**src/rtl/alu_decode_stage_if.sv**
```systemverilog
// Handshake and decoded-bundle signals between fetch, the decode stage and execute.
// The decode stage takes the slave modport; the fetch/execute side takes master.
interface alu_decode_stage_if;
    logic        in_valid;
    logic [31:0] in_instr;
    logic        in_ready;
    logic        flush;
    logic        out_valid;
    logic        out_ready;
    logic [5:0]  alu_op;
    logic [5:0]  shamt;
    logic [4:0]  rs_idx;
    logic [4:0]  rt_idx;
    logic [4:0]  dest_idx;
    logic [31:0] imm;
    logic        use_imm;
    logic        reg_write;
    logic        mem_read;
    logic        mem_write;
    logic        mem_byte;
    logic        mem_unsigned;
    logic        jump;
    logic        link;
    logic        jump_reg;
    logic        illegal;
    logic [2:0]  br_cond;

    modport master (
        output in_valid, in_instr, flush, out_ready,
        input  in_ready, out_valid, alu_op, shamt, rs_idx, rt_idx, dest_idx, imm, use_imm,
               reg_write, mem_read, mem_write, mem_byte, mem_unsigned, jump, link, jump_reg,
               illegal, br_cond
    );

    modport slave (
        input  in_valid, in_instr, flush, out_ready,
        output in_ready, out_valid, alu_op, shamt, rs_idx, rt_idx, dest_idx, imm, use_imm,
               reg_write, mem_read, mem_write, mem_byte, mem_unsigned, jump, link, jump_reg,
               illegal, br_cond
    );
endinterface

```
**src/rtl/alu_decode_stage.sv**
```systemverilog
// Single-entry registered MIPS decode stage with valid/ready on both sides.
// Flush drops the held and incoming instruction; reset clears every output.
module alu_decode_stage (
    input logic               clk,
    input logic               reset,
    alu_decode_stage_if.slave bus
);
    typedef struct packed {
        logic [5:0]  alu_op;
        logic [5:0]  shamt;
        logic [4:0]  rs_idx;
        logic [4:0]  rt_idx;
        logic [4:0]  dest_idx;
        logic [31:0] imm;
        logic        use_imm;
        logic        reg_write;
        logic        mem_read;
        logic        mem_write;
        logic        mem_byte;
        logic        mem_unsigned;
        logic        jump;
        logic        link;
        logic        jump_reg;
        logic        illegal;
        logic [2:0]  br_cond;
    } bundle_t;

    bundle_t     dec;
    bundle_t     bundle_q;
    logic        valid_q;
    logic        legal;
    logic        accept;
    logic [5:0]  op;
    logic [5:0]  funct;
    logic [4:0]  rs;
    logic [4:0]  rt;
    logic [4:0]  rd;
    logic [31:0] simm;
    logic [31:0] zimm;
    logic [31:0] bimm;

    assign op    = bus.in_instr[31:26];
    assign rs    = bus.in_instr[25:21];
    assign rt    = bus.in_instr[20:16];
    assign rd    = bus.in_instr[15:11];
    assign funct = bus.in_instr[5:0];
    assign simm  = {{16{bus.in_instr[15]}}, bus.in_instr[15:0]};
    assign zimm  = {16'h0000, bus.in_instr[15:0]};
    assign bimm  = {simm[29:0], 2'b00};

    always_comb begin
        dec          = '0;
        legal        = 1'b1;
        dec.shamt    = {1'b0, bus.in_instr[10:6]};
        dec.rs_idx   = rs;
        dec.rt_idx   = rt;
        case (op)
            6'h00: begin
                dec.dest_idx  = rd;
                dec.reg_write = 1'b1;
                case (funct)
                    6'h20, 6'h21: dec.alu_op = 6'd0;
                    6'h22, 6'h23: dec.alu_op = 6'd1;
                    6'h24:        dec.alu_op = 6'd7;
                    6'h25:        dec.alu_op = 6'd8;
                    6'h26:        dec.alu_op = 6'd9;
                    6'h27:        dec.alu_op = 6'd10;
                    6'h2A, 6'h2B: dec.alu_op = 6'd6;
                    6'h00:        dec.alu_op = 6'd4;
                    6'h02:        dec.alu_op = 6'd5;
                    6'h03:        dec.alu_op = 6'd11;
                    6'h1A: begin
                        dec.alu_op    = 6'd3;
                        dec.reg_write = 1'b0;
                    end
                    6'h08: begin
                        dec.jump      = 1'b1;
                        dec.jump_reg  = 1'b1;
                        dec.reg_write = 1'b0;
                    end
                    default: legal = 1'b0;
                endcase
            end
            6'h1C: begin
                if (funct == 6'h02) begin
                    dec.alu_op    = 6'd2;
                    dec.dest_idx  = rd;
                    dec.reg_write = 1'b1;
                end else begin
                    legal = 1'b0;
                end
            end
            6'h09, 6'h0A, 6'h0B, 6'h0D, 6'h0F: begin
                dec.use_imm   = 1'b1;
                dec.dest_idx  = rt;
                dec.reg_write = 1'b1;
                // ori and lui (op[2] set) take the zero-extended immediate
                dec.imm       = op[2] ? zimm : simm;
                case (op)
                    6'h09:   dec.alu_op = 6'd0;
                    6'h0D:   dec.alu_op = 6'd8;
                    6'h0F:   dec.alu_op = 6'd12;
                    default: dec.alu_op = 6'd6;
                endcase
            end
            6'h20, 6'h23, 6'h24: begin
                dec.use_imm      = 1'b1;
                dec.imm          = simm;
                dec.mem_read     = 1'b1;
                dec.reg_write    = 1'b1;
                dec.dest_idx     = rt;
                dec.mem_byte     = (op != 6'h23);
                dec.mem_unsigned = (op == 6'h24);
            end
            6'h28, 6'h2B: begin
                dec.use_imm   = 1'b1;
                dec.imm       = simm;
                dec.mem_write = 1'b1;
                dec.mem_byte  = (op == 6'h28);
            end
            6'h04, 6'h05, 6'h06, 6'h07: begin
                dec.alu_op  = 6'd1;
                dec.imm     = bimm;
                dec.br_cond = op[2:0] - 3'd3;
            end
            6'h01: begin
                dec.alu_op = 6'd1;
                dec.imm    = bimm;
                if (rt == 5'd0)      dec.br_cond = 3'd5;
                else if (rt == 5'd1) dec.br_cond = 3'd6;
                else                 legal = 1'b0;
            end
            6'h02, 6'h03: begin
                dec.jump = 1'b1;
                dec.imm  = {4'b0000, bus.in_instr[25:0], 2'b00};
                if (op[0]) begin
                    dec.link      = 1'b1;
                    dec.reg_write = 1'b1;
                    dec.dest_idx  = 5'd31;
                end
            end
            default: legal = 1'b0;
        endcase
        if (!legal) begin
            dec         = '0;
            dec.shamt   = {1'b0, bus.in_instr[10:6]};
            dec.rs_idx  = rs;
            dec.rt_idx  = rt;
            dec.illegal = 1'b1;
        end
        // Writes to $zero are suppressed so the all-zero word is a true nop
        if (dec.dest_idx == 5'd0) dec.reg_write = 1'b0;
    end

    assign bus.in_ready = !valid_q || bus.out_ready;
    assign accept       = bus.in_valid && bus.in_ready;

    always_ff @(posedge clk) begin
        if (reset) begin
            valid_q  <= 1'b0;
            bundle_q <= '0;
        end else if (bus.flush) begin
            valid_q <= 1'b0;
        end else if (accept) begin
            valid_q  <= 1'b1;
            bundle_q <= dec;
        end else if (bus.out_ready) begin
            valid_q <= 1'b0;
        end
    end

    assign bus.out_valid    = valid_q;
    assign bus.alu_op       = bundle_q.alu_op;
    assign bus.shamt        = bundle_q.shamt;
    assign bus.rs_idx       = bundle_q.rs_idx;
    assign bus.rt_idx       = bundle_q.rt_idx;
    assign bus.dest_idx     = bundle_q.dest_idx;
    assign bus.imm          = bundle_q.imm;
    assign bus.use_imm      = bundle_q.use_imm;
    assign bus.reg_write    = bundle_q.reg_write;
    assign bus.mem_read     = bundle_q.mem_read;
    assign bus.mem_write    = bundle_q.mem_write;
    assign bus.mem_byte     = bundle_q.mem_byte;
    assign bus.mem_unsigned = bundle_q.mem_unsigned;
    assign bus.jump         = bundle_q.jump;
    assign bus.link         = bundle_q.link;
    assign bus.jump_reg     = bundle_q.jump_reg;
    assign bus.illegal      = bundle_q.illegal;
    assign bus.br_cond      = bundle_q.br_cond;
endmodule

```
**src/flat_wrapper.sv**
```systemverilog
// flat-port wrapper written by rule: the top's interface ports become plain ports
module alu_decode_stage_flat 
  (clk, reset, bus_in_valid, bus_in_instr, bus_flush, bus_out_ready, bus_in_ready, bus_out_valid, bus_alu_op, bus_shamt, bus_rs_idx, bus_rt_idx, bus_dest_idx, bus_imm, bus_use_imm, bus_reg_write, bus_mem_read, bus_mem_write, bus_mem_byte, bus_mem_unsigned, bus_jump, bus_link, bus_jump_reg, bus_illegal, bus_br_cond);
  alu_decode_stage_if bus_i ();
  input logic clk;
  input logic reset;
  input wire logic [$bits(bus_i.in_valid)-1:0] bus_in_valid;
  input wire logic [$bits(bus_i.in_instr)-1:0] bus_in_instr;
  input wire logic [$bits(bus_i.flush)-1:0] bus_flush;
  input wire logic [$bits(bus_i.out_ready)-1:0] bus_out_ready;
  output wire logic [$bits(bus_i.in_ready)-1:0] bus_in_ready;
  output wire logic [$bits(bus_i.out_valid)-1:0] bus_out_valid;
  output wire logic [$bits(bus_i.alu_op)-1:0] bus_alu_op;
  output wire logic [$bits(bus_i.shamt)-1:0] bus_shamt;
  output wire logic [$bits(bus_i.rs_idx)-1:0] bus_rs_idx;
  output wire logic [$bits(bus_i.rt_idx)-1:0] bus_rt_idx;
  output wire logic [$bits(bus_i.dest_idx)-1:0] bus_dest_idx;
  output wire logic [$bits(bus_i.imm)-1:0] bus_imm;
  output wire logic [$bits(bus_i.use_imm)-1:0] bus_use_imm;
  output wire logic [$bits(bus_i.reg_write)-1:0] bus_reg_write;
  output wire logic [$bits(bus_i.mem_read)-1:0] bus_mem_read;
  output wire logic [$bits(bus_i.mem_write)-1:0] bus_mem_write;
  output wire logic [$bits(bus_i.mem_byte)-1:0] bus_mem_byte;
  output wire logic [$bits(bus_i.mem_unsigned)-1:0] bus_mem_unsigned;
  output wire logic [$bits(bus_i.jump)-1:0] bus_jump;
  output wire logic [$bits(bus_i.link)-1:0] bus_link;
  output wire logic [$bits(bus_i.jump_reg)-1:0] bus_jump_reg;
  output wire logic [$bits(bus_i.illegal)-1:0] bus_illegal;
  output wire logic [$bits(bus_i.br_cond)-1:0] bus_br_cond;
  assign bus_i.in_valid = bus_in_valid;
  assign bus_i.in_instr = bus_in_instr;
  assign bus_i.flush = bus_flush;
  assign bus_i.out_ready = bus_out_ready;
  assign bus_in_ready = bus_i.in_ready;
  assign bus_out_valid = bus_i.out_valid;
  assign bus_alu_op = bus_i.alu_op;
  assign bus_shamt = bus_i.shamt;
  assign bus_rs_idx = bus_i.rs_idx;
  assign bus_rt_idx = bus_i.rt_idx;
  assign bus_dest_idx = bus_i.dest_idx;
  assign bus_imm = bus_i.imm;
  assign bus_use_imm = bus_i.use_imm;
  assign bus_reg_write = bus_i.reg_write;
  assign bus_mem_read = bus_i.mem_read;
  assign bus_mem_write = bus_i.mem_write;
  assign bus_mem_byte = bus_i.mem_byte;
  assign bus_mem_unsigned = bus_i.mem_unsigned;
  assign bus_jump = bus_i.jump;
  assign bus_link = bus_i.link;
  assign bus_jump_reg = bus_i.jump_reg;
  assign bus_illegal = bus_i.illegal;
  assign bus_br_cond = bus_i.br_cond;
  alu_decode_stage u_core (.clk(clk), .reset(reset), .bus(bus_i));
endmodule
```
**config.mk**
```make
export PLATFORM = sky130hd
export DESIGN_NAME = alu_decode_stage_flat
export DESIGN_NICKNAME = d
export VERILOG_FILES = /design/src/rtl/alu_decode_stage_if.sv /design/src/rtl/alu_decode_stage.sv /design/src/flat_wrapper.sv
export SDC_FILE = /design/constraint.sdc
export NUM_CORES = 1
export LEC_CHECK = 0
export ABC_AREA = 0
export CAP_MARGIN = 20
export CORE_ASPECT_RATIO = 1.75
export CORE_UTILIZATION = 40
export DETAILED_ROUTE_END_ITERATION = 8
export PLACE_DENSITY = 0.72
export RECOVER_POWER = 25
export SLEW_MARGIN = 0
export SYNTH_ARGS = -nofsm -noshare
export SYNTH_HDL_FRONTEND = slang
export SYNTH_SLANG_ARGS = --single-unit
```
**constraint.sdc**
```tcl
create_clock -name clk -period 3.5 [get_ports clk]
set_input_delay 0.7 -clock clk [delete_from_list [all_inputs] [get_ports clk]]
set_output_delay 0.7 -clock clk [all_outputs]
set_load 0.02 [all_outputs]
```
Yosys cells after proc, flatten, opt, wreduce, memory -nomap -nowiden
Index checks and enable logic that the tools add are counted.
- shift-type cells: 0
- multiplexer cells: 33
- multipliers: 0
- equal/unequal tests: 34
- $add $sub $neg: 1
- magnitude comparators: 0
- divide/modulo/power cells: 0
- reduce and logical (&&, ||, !) cells: 24
- bitwise logic cells: 1
- operators with widths (operator ; number):
    case mux 32 bit (4 select lines) ; 1
    == test 6 bit (second input constant) ; 15
    2-to-1 mux 72 bit ; 1
    case mux 4 bit (10 select lines) ; 1
    == test 6 x 4 -> 1 bit (second input constant) ; 6
    2-to-1 mux 32 bit ; 1
    == test 6 x 2 -> 1 bit (second input constant) ; 4
    == test 6 x 3 -> 1 bit (second input constant) ; 4
    case mux 6 bit (4 select lines) ; 1
    case mux 5 bit (4 select lines) ; 1
    2-to-1 mux 1 bit ; 16
    OR reduction 16 bit ; 1
    OR reduction 15 bit ; 1
    OR reduction 5 bit ; 3
    == test 6 x 5 -> 1 bit (second input constant) ; 2
    logical NOT 6 bit ; 2
    case mux 4 bit (3 select lines) ; 1
    OR reduction 2 bit ; 6
    logical NOT 5 bit ; 2
    2-to-1 mux 5 bit ; 2
    OR reduction 10 bit ; 1
    case mux 1 bit (4 select lines) ; 2
    OR reduction 8 bit ; 1
    == test 6 x 1 -> 1 bit (second input constant) ; 1
    15 further kinds ; 17
- ROM bits: 0
- output and inout bits: 74
- memories kept: 0
- RAM bits: 0
- bits in latches: 0
- flip-flop bits (word level): 73
- logic and storage cells: 111

Depth between registers and ports, before layout
Gate-level depths: netlist of the first run.
- depth in word-level cells: 7
- gate-level depth with buffers: 10
- mapped depth without buffers: 8

Worst setup path after synthesis of the first run
Ideal clock, no wire load.
- path kind: in2reg
- start: input port bus_in_instr[26]
- end: register u_core.bundle_q (netlist bit u_core.bus.imm[10])
- data required time: 3367 ps
- arrival time: 2591 ps
- stages: 8
- buffers on the path: 1
- slack: 776 ps
- library setup time: 133 ps
- path through: ha_1 -> buf_4 -> nor4_1 -> o22ai_1 -> nor4_2 -> a21oi_1 -> a221oi_1 -> nor3_1
- word-level cells in the longest chain between the ends: 4
- elaborated cells between the ends (all ways): 27
- RTL lines (element ; line ; RTL):
    from (decl) ; flat_wrapper.sv:8 ; input wire logic [$bits(bus_i.in_instr)-1:0] bus_in_instr;
    == test 6 x 3 -> 1 bit (tied with other cells) ; alu_decode_stage.sv:57 ; case (op)
    OR reduction 16 bit (no line) (tied with other cells) ; n/a ;
    case mux 1 bit (4 select lines) / case mux 32 bit (4 select lines) (equally long branches) ; alu_decode_stage.sv:57 ;
    2-to-1 mux 72 bit (*) ; alu_decode_stage.sv:144 ; if (!legal) begin
    to (signal assigned) ; alu_decode_stage.sv:161 ; bundle_q <= '0;
    to (signal assigned) ; alu_decode_stage.sv:166 ; bundle_q <= dec;
    to (decl) ; alu_decode_stage.sv:29 ; bundle_t bundle_q;
Mark *: on every way between the ends. The rest lies on a longest branch, timed or not.
A chain may end at the register's enable or synchronous reset.

Worst setup path in the final report of the first run
- start: input port bus_in_instr[29]
- end: register u_core.bundle_q (netlist bit u_core.bus.imm[5])
Same word-level chain as after synthesis.

==> results of run 1 <==
[logic make-up after synthesis]
family | after synthesis
AOI/OAI and AO/OA | 123
adders and majority gates | 4
xor gates and xnor gates | 2
other | 1
DFF | 67
buffers and inverters | 40
and+or+nand+nor | 170
[area by class of cell]
| cell class | count | area share |
|---|---|---|
| inverters | 5 | 0.00397 |
| flip-flops and latches | 67 | 0.283 |
| clock inverters | 6 | 0.0137 |
| well taps | 90 | 0.0238 |
| clock buffers | 10 | 0.0505 |
| multi-input cells | 302 | 0.373 |
| repair buffers | 122 | 0.252 |
[worst reg2reg max path, delay by kind of cell (launching register included)]
family	cells	cell delay, ns
AND/OR/NAND/NOR	4	1.03
flip-flops	1	0.30
buffers and inverters	2	0.29
AO/OA/AOI/OAI	1	0.19
[cells in the mapped netlist, types with 3 or more instances]
master,instances,area (um2)
buf_4,9,67.6
nor4_1,4,25.0
o21ai_0,28,140
nand2b_1,8,50.1
a221oi_1,9,78.8
nand2_1,72,270
o31ai_1,6,45.0
inv_1,5,18.8
or2_2,3,18.8
nor2b_1,5,31.3
clkbuf_1,21,78.8
dfxtp_1,67,1340
nor2_1,44,165
a21oi_1,35,175
o21ai_1,3,15.0
a222oi_1,10,100
nor3_1,11,55.1
nand3_1,3,15.0
a22oi_1,7,52.6
ha_1,4,50.1
or4_1,3,22.5
buf_2,4,20.0
[routing by layer]
metal,track usage,vias to the layer above
li1,-,1667
met4,0.129,0
met1,0.273,1631
met2,0.421,124
met5,0,-
met3,0.0372,26
[cell usage in the layout, fill, tap and decap left out, types with 10 or more instances in the layout]
cell type	count
dlygate4sd3_1	33
dfxtp_1	67
a21oi_1	35
a222oi_1	10
nand2_1	72
nor3_1	11
buf_4	14
nor2_1	43
clkdlybuf4s50_1	74
o21ai_0	28
[through the flow]
stage | setup WS (ns) | cell area, um2 | power [mW] | std cells | hold slack [ns]
after floorplan | 0.776 | 3290 | 0.939 | 409 | 0.525
after global placement | 0.240 | 4410 | 1.05 | 585 | 0.436
after detailed placement | 0.167 | 4410 | 1.06 | 585 | 0.444
after CTS | 0.504 | 4720 | 1.96 | 601 | 0.454
after global routing | 0.167 | 4730 | 2.02 | 602 | 0.467
final | 0.459 | 4730 | 1.95 | 602 | 0.443
[path summary, 6_finish.rpt]
check,start,to,slack (ns),cells after the start
worst min-delay path,u_core.bus.imm[19],u_core.bus.imm[19],0.44,2
worst min register to register,u_core.bus.imm[19],u_core.bus.imm[19],0.44,2
worst max-delay path,bus_in_instr[29],u_core.bus.imm[5],0.46,7
worst max register to register,u_core.bus.out_valid,u_core.bus.imm[5],1.62,7
[power groups by stage]
stage	clock network, mW	logic [mW]	registers (mW)
after CTS	0.920	0.257	0.785
after floorplan	0	0.120	0.818
final	0.909	0.259	0.785
after detailed placement	0	0.255	0.801
after global placement	0	0.253	0.801
after global routing	0.953	0.279	0.786
==> results.cfg, run 1 <==
[die]
boundaryPins = 111
dieArea_um2 = 8580
core_um2 = 7960
initial_utilization = 0.412
die_x_um = 70.5
die_h_um = 122
rows = 43

[global_route]
grt_start_max_net_pins = 44
groute.usage.overall = 0.238
grt_pass1_wl_um = 15900
gr-total-overflow = 0
antenna_found_initial = 0
first_global_vias = 3210

[power]
p_int_mw = 1.46
netSwitchingPower_uw = 495
power_frac_clock = 0.465
irDropWorstVdd_mv = 0.357
switching_share = 0.253
power_leakage_nw = 1.76
powerDensity_nw_per_um2 = 412
comb_power_share = 0.132
p_seq_frac = 0.402

[worst_setup_path]
cp_num_buf_inv = 1
cp.required_ns = 3.77
cp-end-kind = register
arrival_ns = 3.31
crit_chain = clkdlybuf4s50_1 > or4b_1 > o2bb2ai_1 > nor2_1 > a311oi_4 > a222oi_1 > nor2_1
slowest_delay_ns = 0.63
crit_fanout = 13
cp-start-kind = input pin
cpMostUsedCell = nor2_1
path_class = input pin to register
path_delay_family = compound AO/OA/AOI/OAI gates
critical-path-slowest-cell = or4b_1

[synthesis]
synth-edff-count = 0
synth-xor-area-share = 0.00534
synth-seq-cells = 67
synth_area_um2 = 3280
synth_warnings = 0
ys_seq_area_frac = 0.409
synth_top_family_by_area = compound AO/OA/AOI/OAI gates
synthMuxAreaShare = 0
netlist_instances = 407
synth_fa_ha_area_frac = 0.0153
synth_flop_cell = dfxtp_1
syn_area_per_cell_um2 = 8.06
synthArstFlopShare = 0
synth_compound_area_frac = 0.263
yosysUniqueCellTypes = 62
synthSimpleGateAreaFrac = 0.249

[sta]
setup_tns_ns = 0
drv_slew = 0
fmax_mhz = 329
finalSetupViolations = 0
relSlewSlack = 0.474
hold_violations = 0
worst_pin_slew_ns = 0.786
rsz0062_at_grt = no
skew_ns = 0.00754
fin_crit_ns = 3.04
period_share = 0.869

[worst_hold_path]
hp-class = register to register

[layout]
multi_input_area_um2 = 1770
fin_nets = 548
n_fill_cell = 744
diodes = 0
regArea_um2 = 1340
utilization = 0.594
drive_gt1_frac = 0.0957
largest_reg_flops = 29
area_growth_pct = 44.3

[clock_tree]
cts_setup_buffers = 0
cts_resized = 0
clockBufferDepth = 2
clk_latency_ns = 0.34
clkTransAtPathRegs_ns = 0.06
cts.sinks = 67
hold_buffers = 0
cts_root_buf = clkbuf_16
cts_tree = yes
cts_max_level = 3
numCtsBuffers = 9

[status]
outcome = finished with violations
violations = DRC

[route]
wl_met1_um = 3970
drc_errors = 19
highest_layer = met4
antenna_left = 0
routedWlPerCell_um = 16.6
dr_wl_met3_um = 453
vias = 3448
viasPerCell = 5.73
routed_wl_um = 9970
met2WireLength_um = 5200
dr.pass1.iters = 9
first_iter_violations = 352

[place]
numPortBuffers = 107
gp_congestion = 0.939
post-dp-hpwl_um = 7390

[flow_run]
maxCapViolations = 0
(Power assumes the default switching activity.)
==> run 2, diff against run 1 <==
Clock period 3.5 ns to 3.6 ns, I/O delays scaled along.
==> run 2 against run 1 <==
The flow still finishes with violations (DRC). Sequential power decreased by 2.8%. Total power decreased by 2.3%. Clock skew decreased by 0.0041 ns. Combinational power decreased by 2%. Clock-buffer cell count increased by 3. Clock power decreased by 2%. Non-clock buffer count unchanged. Via count decreased by 0.29%. Sequential cell count unchanged. Worst setup slack got worse by 0.0033 ns. Final cell count unchanged. Utilization about the same. Largest cell class unchanged.
==> results.cfg, run 2 (same netlist as run 1, synthesis figures left out) <==
[status]
outcome = finished with violations
violations = DRC

[clock_tree]
clockBufferDepth = 2
cts.sinks = 67
cts_max_level = 3
cts_tree = yes
hold_buffers = 0
cts_root_buf = clkbuf_16
numCtsBuffers = 9
clk_latency_ns = 0.33
clkTransAtPathRegs_ns = 0.05
cts_setup_buffers = 0
cts_resized = 0

[worst_setup_path]
arrival_ns = 3.40
crit_fanout = 10
path_delay_family = compound AO/OA/AOI/OAI gates
critical-path-slowest-cell = a311oi_4
cp-start-kind = input pin
cp.required_ns = 3.86
crit_chain = clkdlybuf4s50_1 > inv_1 > ha_1 > nand2b_1 > or2_0 > a211o_4 > a311oi_4 > a222oi_1 > nor2_1
cp-end-kind = register
slowest_delay_ns = 0.58
r2r_end = u_core.bus.imm[9]
cp_num_buf_inv = 2
rr_startpoint = u_core.bus.out_valid
reg2reg_depth = 6
path_class = input pin to register
regToRegSetupSlack_ns = 1.39

[die]
core_um2 = 7960
dieArea_um2 = 8580
initial_utilization = 0.412
boundaryPins = 111
die_x_um = 70.5
die_h_um = 122
rows = 43

[layout]
final_cell_mix = clkdlybuf4s50_1, nand2_1, dfxtp_1, nor2_1, a21oi_1
largest_reg_flops = 29
final_cells = 602
fin_nets = 548
layout_commonest_cell = clkdlybuf4s50_1
area_growth_pct = 44.4
drive_gt1_frac = 0.0918
diodes = 0

[power]
powerDensity_nw_per_um2 = 403
irDropWorstVdd_mv = 0.319
power_leakage_nw = 1.76

[route]
vias = 3438
drc_errors = 16
antenna_left = 0
first_iter_violations = 319
dr.pass1.iters = 7
routedWlPerCell_um = 16.7
viasPerCell = 5.71
routed_wl_um = 10100

[sta]
setup_tns_ns = 0
fmax_mhz = 318
fin_crit_ns = 3.14
relSlewSlack = 0.401
skew_ns = 0.00347
hold_violations = 0
rsz0062_at_grt = no
drv_slew = 0
setup_ws_ns = 0.456
worst_pin_slew_ns = 0.895
finalSetupViolations = 0
period_share = 0.873

[place]
place_inst = 585
gp_congestion = 0.921
numPortBuffers = 107
place_ws_ns = 0.209
post-dp-hpwl_um = 7380

[worst_hold_path]
hp-class = register to register
min_from = u_core.bus.imm[22]
hold_path_depth = 2
min_to = u_core.bus.imm[22]

[global_route]
grt_start_max_net_pins = 44
grt_pass1_wl_um = 16000
first_global_vias = 3230
gr-total-overflow = 0
antenna_found_initial = 0
groute.usage.overall = 0.240

[flow_run]
maxCapViolations = 0
run 2: cell count changes in the layout (fill, tap and decap cells not counted), sizes merged:
cell / before / now
clkbuf: 10 / 13
clkinv: 4 / 1
run 2: final cells by class:
| type | instances | area (um2) |
|---|---|---|
| fillers | 711 | 3230 |
| clock inverters | 3 | 46.3 |
| inverters | 5 | 18.8 |
| multi-input cells | 302 | 1770 |
| well taps | 90 | 113 |
| repair buffers | 122 | 1190 |
| clock buffers | 13 | 260 |
| flip-flops and latches | 67 | 1340 |
run 2: tightest hold or removal path, stage by stage (launching register included):
cell and delay (ns):
dfxtp_1 0.30, nand2_1 0.05, o21ai_1 0.05
run 2: how the worst max path moves through the flow:
stage,end,start,slack [ns],depth (start not counted)
after floorplan,u_core.bus.imm[10],bus_in_instr[26],0.86,8
after global placement,u_core.bus.imm[27],bus_in_instr[26],0.27,10
after detailed placement,u_core.bus.imm[9],bus_in_instr[26],0.21,9
after CTS,u_core.bus.imm[9],bus_in_instr[26],0.51,9
after global routing,u_core.bus.imm[23],bus_in_instr[26],0.23,9
final,u_core.bus.imm[9],bus_in_instr[26],0.46,9
run 2: power by group:
part           switching (mW)  leakage, nW  internal (mW)
Combinational           0.145         1.07          0.108
Sequential            0.00745        0.542          0.756
Clock                   0.317        0.146          0.575
Total                   0.469         1.76           1.44
run 2: metrics by stage:
stage,power [mW],hold slack (ns),util,area (um2)
floorplan,0.913,0.525,-,3290
global placement,1.02,0.436,0.554,4410
detailed placement,1.03,0.442,0.554,4410
CTS,1.92,0.450,0.593,4720
global route,1.98,0.467,0.595,4740
finish,1.91,0.442,0.595,4740
run 2: metal layers:
layer	wire length (um)	track usage
met1	3890	0.271
met2	5340	0.431
met3	622	0.0447
met4	221	0.110
met5	0	0
